[config.mk]
export PLATFORM = sky130hd
export DESIGN_NAME = watch_fnd_scan
export DESIGN_NICKNAME = d
export VERILOG_FILES = /design/src/rtl/watch_fnd_scan.sv
export SDC_FILE = /design/constraint.sdc
export NUM_CORES = 1
export LEC_CHECK = 0
export ABC_AREA = 1
export BUFFER_PORTS_ARGS = -buffer_cell sky130_fd_sc_hd__buf_2
export CAP_MARGIN = 0
export CORE_MARGIN = 4
export CORE_UTILIZATION = 29
export CTS_CLUSTER_SIZE = 16
export DETAILED_ROUTE_END_ITERATION = 16
export PLACE_DENSITY = 0.52
export SLEW_MARGIN = 20
export SYNTH_ARGS = -nofsm -noshare
export SYNTH_HDL_FRONTEND = slang
export SYNTH_SLANG_ARGS = --single-unit
[constraint.sdc]
create_clock -name clk -period 2 [get_ports clk]
set_input_delay 0.1 -clock clk [delete_from_list [all_inputs] [get_ports clk]]
set_output_delay 0.1 -clock clk [all_outputs]
set_load 0.1 [all_outputs]
[src/rtl/watch_fnd_scan.sv]
// rtl/watch_fnd_scan.sv - 6-digit multiplexed FND scan driver for the watch; optional HOUR_LZ_BLANK_EN blanks the hour-tens leading zero
module watch_fnd_scan #(
  parameter int SCAN_DIV       = 100000,
  parameter int BLANK_CYC      = 2,
  parameter bit SEG_ACTIVE_LOW = 1'b1
) (
  input  logic       clk,
  input  logic       reset,
  input  logic       i_run_en,
  input  logic       i_tick,
  input  logic [5:0] i_sec,
  input  logic [5:0] i_min,
  input  logic [4:0] i_hour,
  output logic [7:0] o_seg,
  output logic [5:0] o_com
);

  localparam int            PW        = $clog2(SCAN_DIV);
  localparam logic [PW-1:0] PRE_MAX   = PW'(SCAN_DIV - 1);
  localparam logic [PW-1:0] PRE_DRV   = PW'(BLANK_CYC);
  localparam logic [0:0]    ST_BLANK  = 1'b0;
  localparam logic [0:0]    ST_DRIVE  = 1'b1;
  localparam logic [7:0]    SEG_OFF   = SEG_ACTIVE_LOW ? 8'hFF : 8'h00;
  localparam logic [5:0]    COM_OFF   = SEG_ACTIVE_LOW ? 6'h3F : 6'h00;
  // Internal symbol codes beyond the decimal digits
  localparam logic [3:0]    SYM_MINUS = 4'hA;
  localparam logic [3:0]    SYM_BLANK = 4'hB;

  logic [PW-1:0] prescaler;
  logic [PW-1:0] pre_next;
  logic [2:0]    digit;
  logic [0:0]    state;
  logic          slot_wrap;
  logic          frame_wrap;
  logic [5:0]    sh_sec;
  logic [5:0]    sh_min;
  logic [4:0]    sh_hour;
  logic          colon_on;
  logic [3:0]    sec_t, sec_o, min_t, min_o, hour_t, hour_o;
  logic [3:0]    sym;
  logic [6:0]    glyph;
  logic          dp;
  logic [7:0]    seg_hi;
  logic [5:0]    com_hi;

  assign slot_wrap  = (prescaler == PRE_MAX);
  assign frame_wrap = slot_wrap && (digit == 3'd5);
  assign pre_next   = slot_wrap ? '0 : prescaler + PW'(1);

  // Prescaler, digit index and the BLANK/DRIVE slot state
  always_ff @(posedge clk or negedge reset) begin
    if (!reset) begin
      prescaler <= '0;
      digit     <= 3'd0;
      state     <= ST_BLANK;
    end else begin
      prescaler <= pre_next;
      if (slot_wrap) digit <= (digit == 3'd5) ? 3'd0 : digit + 3'd1;
      case (state)
        ST_BLANK: if (pre_next == PRE_DRV) state <= ST_DRIVE;
        default:  if (slot_wrap) state <= ST_BLANK;
      endcase
    end
  end

  // Latch the whole time once per frame so all six digits agree
  always_ff @(posedge clk or negedge reset) begin
    if (!reset) begin
      sh_sec  <= 6'd0;
      sh_min  <= 6'd0;
      sh_hour <= 5'd0;
    end else if (frame_wrap) begin
      sh_sec  <= i_sec;
      sh_min  <= i_min;
      sh_hour <= i_hour;
    end
  end

  // Colon blinks with the seconds tick while running, steady when stopped
  always_ff @(posedge clk or negedge reset) begin
    if (!reset)          colon_on <= 1'b1;
    else if (!i_run_en)  colon_on <= 1'b1;
    else if (i_tick)     colon_on <= ~colon_on;
  end

  // Binary to BCD per field, with minus for out-of-range values
  always_comb begin
    sec_t  = 4'(sh_sec / 6'd10);
    sec_o  = 4'(sh_sec % 6'd10);
    min_t  = 4'(sh_min / 6'd10);
    min_o  = 4'(sh_min % 6'd10);
    hour_t = 4'(sh_hour / 5'd10);
    hour_o = 4'(sh_hour % 5'd10);
`ifdef HOUR_LZ_BLANK_EN
    if (sh_hour < 5'd10) hour_t = SYM_BLANK;
`endif
    if (sh_sec > 6'd59) begin
      sec_t = SYM_MINUS;
      sec_o = SYM_MINUS;
    end
    if (sh_min > 6'd59) begin
      min_t = SYM_MINUS;
      min_o = SYM_MINUS;
    end
    if (sh_hour > 5'd23) begin
      hour_t = SYM_MINUS;
      hour_o = SYM_MINUS;
    end
  end

  // Select the indexed digit and encode it as active-high segments
  always_comb begin
    case (digit)
      3'd0:    sym = sec_o;
      3'd1:    sym = sec_t;
      3'd2:    sym = min_o;
      3'd3:    sym = min_t;
      3'd4:    sym = hour_o;
      3'd5:    sym = hour_t;
      default: sym = SYM_BLANK;
    endcase
    case (sym)
      4'd0:      glyph = 7'h3F;
      4'd1:      glyph = 7'h06;
      4'd2:      glyph = 7'h5B;
      4'd3:      glyph = 7'h4F;
      4'd4:      glyph = 7'h66;
      4'd5:      glyph = 7'h6D;
      4'd6:      glyph = 7'h7D;
      4'd7:      glyph = 7'h07;
      4'd8:      glyph = 7'h7F;
      4'd9:      glyph = 7'h6F;
      SYM_MINUS: glyph = 7'h40;
      default:   glyph = 7'h00;
    endcase
    dp     = colon_on && ((digit == 3'd2) || (digit == 3'd4));
    seg_hi = {dp, glyph};
    com_hi = 6'b000001 << digit;
  end

  // Registered outputs: everything off during BLANK, indexed digit during DRIVE
  always_ff @(posedge clk or negedge reset) begin
    if (!reset) begin
      o_seg <= SEG_OFF;
      o_com <= COM_OFF;
    end else if (state == ST_DRIVE) begin
      o_seg <= SEG_ACTIVE_LOW ? ~seg_hi : seg_hi;
      o_com <= SEG_ACTIVE_LOW ? ~com_hi : com_hi;
    end else begin
      o_seg <= SEG_OFF;
      o_com <= COM_OFF;
    end
  end

endmodule
Word-level counts from Yosys, hierarchy flattened
Memories as Yosys holds them, arrays and structs flattened. Cells that the tools add are included.

Add/sub/neg operators: 2. Multiply operators: 0. Divide/modulo/power cells: 6. Order comparisons: 3. Equality and inequality tests: 8. Shift operators: 1. Multiplexer cells: 16. Bitwise gates (word level): 3. Reductions and logical operators: 4.

Operator list (number): two-way mux 4 bit (6); case mux 4 bit (6 select lines) (1); adder 17 x 1 -> 17 bit, second input constant (1); == test 17 bit, second input constant (1); == test 17 x 2 -> 1 bit, second input constant (1); two-way mux 17 bit (1); divider 6 x 4 -> 6 bit, second input constant (2); greater-than comparator 6 bit, second input constant (2); remainder unit 6 x 4 -> 6 bit, second input constant (2); two-way mux 8 bit (1); inverter 8 bit (1); == test 3 x 2 -> 1 bit, second input constant (2); == test 3 bit, second input constant (2); two-way mux 6 bit (1); inverter 6 bit (1); << shifter 1 x 3 -> 6 bit, first input constant (1); divider 5 x 4 -> 5 bit, second input constant (1); greater-than comparator 5 bit, second input constant (1); remainder unit 5 x 4 -> 5 bit, second input constant (1); two-way mux 1 bit (5); adder 3 x 1 -> 3 bit, second input constant (1); == test 3 x 1 -> 1 bit, second input constant (1); zero test 3 bit (1); two-way mux 3 bit (1); other kinds (4) (5).

Register bits: 53. Latch bits: 0. RAM bits: 0. Memory bits (read-only): 112. Output and inout bits: 14. Memories kept: 1.

Memory list: (name not given) (words 16, bits a word 7, rd ports 1, clocked after Yosys merged registers in 0, wr ports 0, line 122) `case (sym)`.

Depth between registers and ports, before layout
An unclocked memory read counts as a cell.

Depth after elaboration: 6. Mapped depth: 21. Mapped depth without buffers: 21.

Least setup slack after synthesis
OpenSTA, ideal clock, no wires.

Path type: register to register. From: reg sh_hour[4]. To: reg o_seg[6]. Library setup time: 0.078 ns. Arrival time: 2.166 ns. Required time: 1.922 ns. Path slack: -0.243 ns. Stages on the path, launching flop included: 18. Buffers on the path: 0. Path through: dfrtp_1 nand2_1 nand2_1 o21ai_2 ha_1 a21oi_1 nand2_2 nand3_2 nand2_2 nand2_1 nand3_1 a21oi_1 nand3_2 ha_1 inv_1 nand4_1 a21oi_1 nand2_1.

Word-level cells in the longest chain between the ends: 6. Elaborated cells between the ends (all ways): 9. Classes of those cells: div: 2; order compare: 1; mux: 4; bitwise: 1; memory: 1.

RTL lines: start: declaration (line 37) `logic [4:0] sh_hour;`; start signal: assignment (line 75) `sh_hour <= i_hour;`; divider 5 x 4 -> 5 bit, or another cell as far along (line 92) `hour_t = 4'(sh_hour / 5'd10);`; two-way mux 4 bit (line 105) `if (sh_hour > 5'd23) begin`; case mux 4 bit (6 select lines) * (line 113) `case (digit)`; memory (16 x 7 bit) *; inverter 8 bit * (line 147) `o_seg <= SEG_ACTIVE_LOW ? ~seg_hi : seg_hi;`; two-way mux 8 bit * (line 146) `end else if (state == ST_DRIVE) begin`; end signal: assignment (line 147); end: declaration (line 14) `output logic [7:0] o_seg,`.

Mark *: on every way between the ends. The rest lies on a longest branch, timed or not. A chain may end at the register's enable or synchronous reset.

Worst setup path after layout
From: reg sh_hour[4]. To: reg o_seg[0].

The elaborated chain is that of the path after synthesis.

==> reports/metrics.csv <==
metric,value,unit
outcome,finished with violations,
failing checks,setup timing,
total number of vias,3153,
hold path depth,2,
RSZ-0062 raised after global routing,true,
Worst Tran Pin Value,0.5946,ns
Initial Utilization,0.2957,
syn avg cell area,7.781,µm²
Hold EP,sh_min[4],
clk_skew,0.009872,ns
vias in the first global route,3086,
Syn Nets,466,
critical setup path kind,reg -> reg,
Num CTS Buffers,5,
Post-Place Cells,672,
Crit Path Max Fanout,4,
post-detail-place hpwl,6.378,mm
Via density,4.550,
first-pass GRT wire length,14.04,mm
Syn-to-layout area delta,39.64,%
worst flop-to-flop path startpoint,sh_hour[4],
most frequent cell after synthesis,nand2_1,
fmax,458.0,MHz
max_cap viols,0,
Worst setup SP type,register,
Residual DRC,0,
root buffer cell,clkbuf_16,
CP Cell Sequence,"nand2_2, nand2_2, o21ai_2, ha_2, a21oi_2, nand2_2, nand3_4, nand2_2, nand2_1, nand3_1, a21oi_2, nand3_4, inv_4, ha_4, nand4_1, nand2_1, nand2_1, nand3_2",
CP endpoint kind,register,
most frequent CP cell,nand2_2,
Synth cell types,37,
TritonRoute pass-1 iters,4,
Detail Route Antenna Nets,0,
CP required,2.24,ns
Placement Cell Area,0.004264,mm²
"slowest stage delay, CP",0.40,ns
largest area contributor in the netlist,dfrtp_1,
Hold Startpoint,i_min[4],
core outline area,0.01142,mm²
FF-to-FF End,o_seg[0],
Seq cells post-synth,53,
area of the mapped netlist,0.003377,mm²
Non-Filler Instances,693,
worst rel slew slack,0.6036,
synth top area cells,"dfrtp_1 (28%), nand2_1 (12%), dfstp_2 (12%), inv_1 (8.1%), nand3_1 (6.4%)",
Total GRT Usage,0.1321,
Initial DRC Count,153,
minimum clock period,2.184,ns
Layout Nets,581,
pin count of the biggest net entering global routing,32,
HP Class,in -> reg,
die area,0.01344,mm²
Die H,115.9,µm
CP Data Arrival Time,2.43,ns
FILL cells,1165,
hold_ws,0.02345,ns
share of layout cells above drive strength 1,0.4182,
die width,115.9,µm
"Primary FF master, synth",dfrtp_1,
final period utilization,1.092,
post-synthesis sequential area ratio,0.3983,
grt ovf,0,
Pwr Density,667.5,mW/mm²
clock sink count,53,
detail-routed net length per standard cell,12.00,µm
final instance area,0.004716,mm²
"Slowest-stage cell, CP",dfrtp_1,
clk slew on worst S/H paths,0.07,ns
Post-synth EDFFs,0,
n_diodes,0,
row count,39,
Gate Count Post-Synth,434,
IO Pins,35,
initial antenna violation count,0,
fraction of registers with async set or reset after synthesis,1.000,
RePlAce Congestion,0.8755,
Max Slew Vio Count,0,
area share of the largest cell type after synthesis,0.2816,
Finished Core Util,0.4130,
Peak VDD IR,0.0006359,V
worst-case clock buffer depth,2,
commonest cells in the netlist,"nand2_1 (112), inv_1 (73), nand3_1 (43)",
CTS tree,built,
Ys Warns,0,
FF-to-FF setup slack,-0.18,ns
worst skew pair latency,0.31,ns
Leak,0.002436,µW
IO buf count,34,
R2R depth,18,
Final Hold Viols,0,
Setup Viol. Count Final,7,
Total Negative Setup Slacks,-0.9868,ns
fin worst setup slack,-0.1835,ns
H-tree depth,2,
Routed Wire Length,8.317,mm
[flip-flops by register name, indices dropped and copies added (netlist names)]
| register | cells |
|---|---|
| prescaler | 17 |
| o_seg | 8 |
| o_com | 6 |
| sh_min | 6 |
| sh_sec | 6 |
| sh_hour | 5 |
| digit | 3 |
| colon_on | 1 |
| state | 1 |
[power by group]
group	total (µW)	internal (µW)	switching [µW]
combinational	977	289	688
clock	971	544	427
sequential	1200	1170	28.7
total	3150	2000	1140
[kinds of logic (layout without fill, tap and decap cells)]
logic type / Yosys count / after routing / share of synthesized area
and+or+nand+nor: 245 / 245 / 0.3457
buffers and inverters: 78 / 194 / 0.09151
DFF: 53 / 53 / 0.3983
AOI/OAI and AO/OA: 24 / 24 / 0.04706
muxes: 17 / 17 / 0.06113
adders and majority gates: 11 / 11 / 0.04076
xor gates and xnor gates: 6 / 6 / 0.01556
[cells in the final DEF (no fill, tap or decap), drive strengths merged, types with 6 or more instances in the layout]
master / instances
ha: 11
clkbuf: 6
o21ai: 10
nand2: 125
dfstp: 15
nor2: 33
xor2: 6
nand4: 18
buf: 109
inv: 76
nor3: 8
mux2: 17
nand3: 53
dfrtp: 38
[worst max-delay path by stage]
stage	from	endpoint	slack [ns]	depth (start not counted)
floorplan	sh_hour[4]	o_seg[6]	-0.17	17
global placement	sh_min[4]	o_seg[6]	-0.20	11
detailed placement	sh_min[4]	o_seg[6]	-0.24	13
CTS	sh_hour[4]	o_seg[6]	-0.20	17
global route	sh_sec[4]	o_seg[6]	-0.36	19
finish	sh_hour[4]	o_seg[0]	-0.18	18
[area by class of cell]
cell class	instances	area (µm²)	share of cell area
Inverter	75	286.5	0.06076
Timing Repair Buffer	111	782.0	0.1658
Multi-Input combinational cell	303	1954	0.4144
Clock buffer	6	150.1	0.03184
Clock inverter	2	13.76	0.002919
Sequential cell	53	1350	0.2863
Tap cell	143	178.9	0.03794
[worst max-delay path, delay by kind of cell, from the launching register on]
family / cells / cell delay [ns]
buffers and inverters: 1 / 0.12
and+or+nand+nor: 12 / 0.96
adders and majority gates: 2 / 0.30
DFF: 1 / 0.40
AOI/OAI and AO/OA: 3 / 0.35
[metal layers]
layer | track usage | vias up | share of wire
met5 | 0 | - | 0
met4 | 0.04099 | 0 | 0.013
met3 | 0.03499 | 8 | 0.043
met2 | 0.2290 | 38 | 0.51
met1 | 0.1602 | 1475 | 0.43
li1 | - | 1632 | -
[stage by stage]
stage	power [µW]	setup slack [ns]
floorplan	1905	-0.1695
global route	3318	-0.3609
CTS	3160	-0.2027
global placement	2127	-0.2050
finish	3148	-0.1835
detailed placement	2141	-0.2419
[what timing repair did]
action	CTS	global route
setup endpoints to repair	7	25
hold endpoints to repair	15	0
setup buffers	6	5
pin swaps	9	31
gates cloned	0	0
hold buffers	2	0
resized for setup	8	49
No activity file was read; power rests on OpenSTA's default activity.
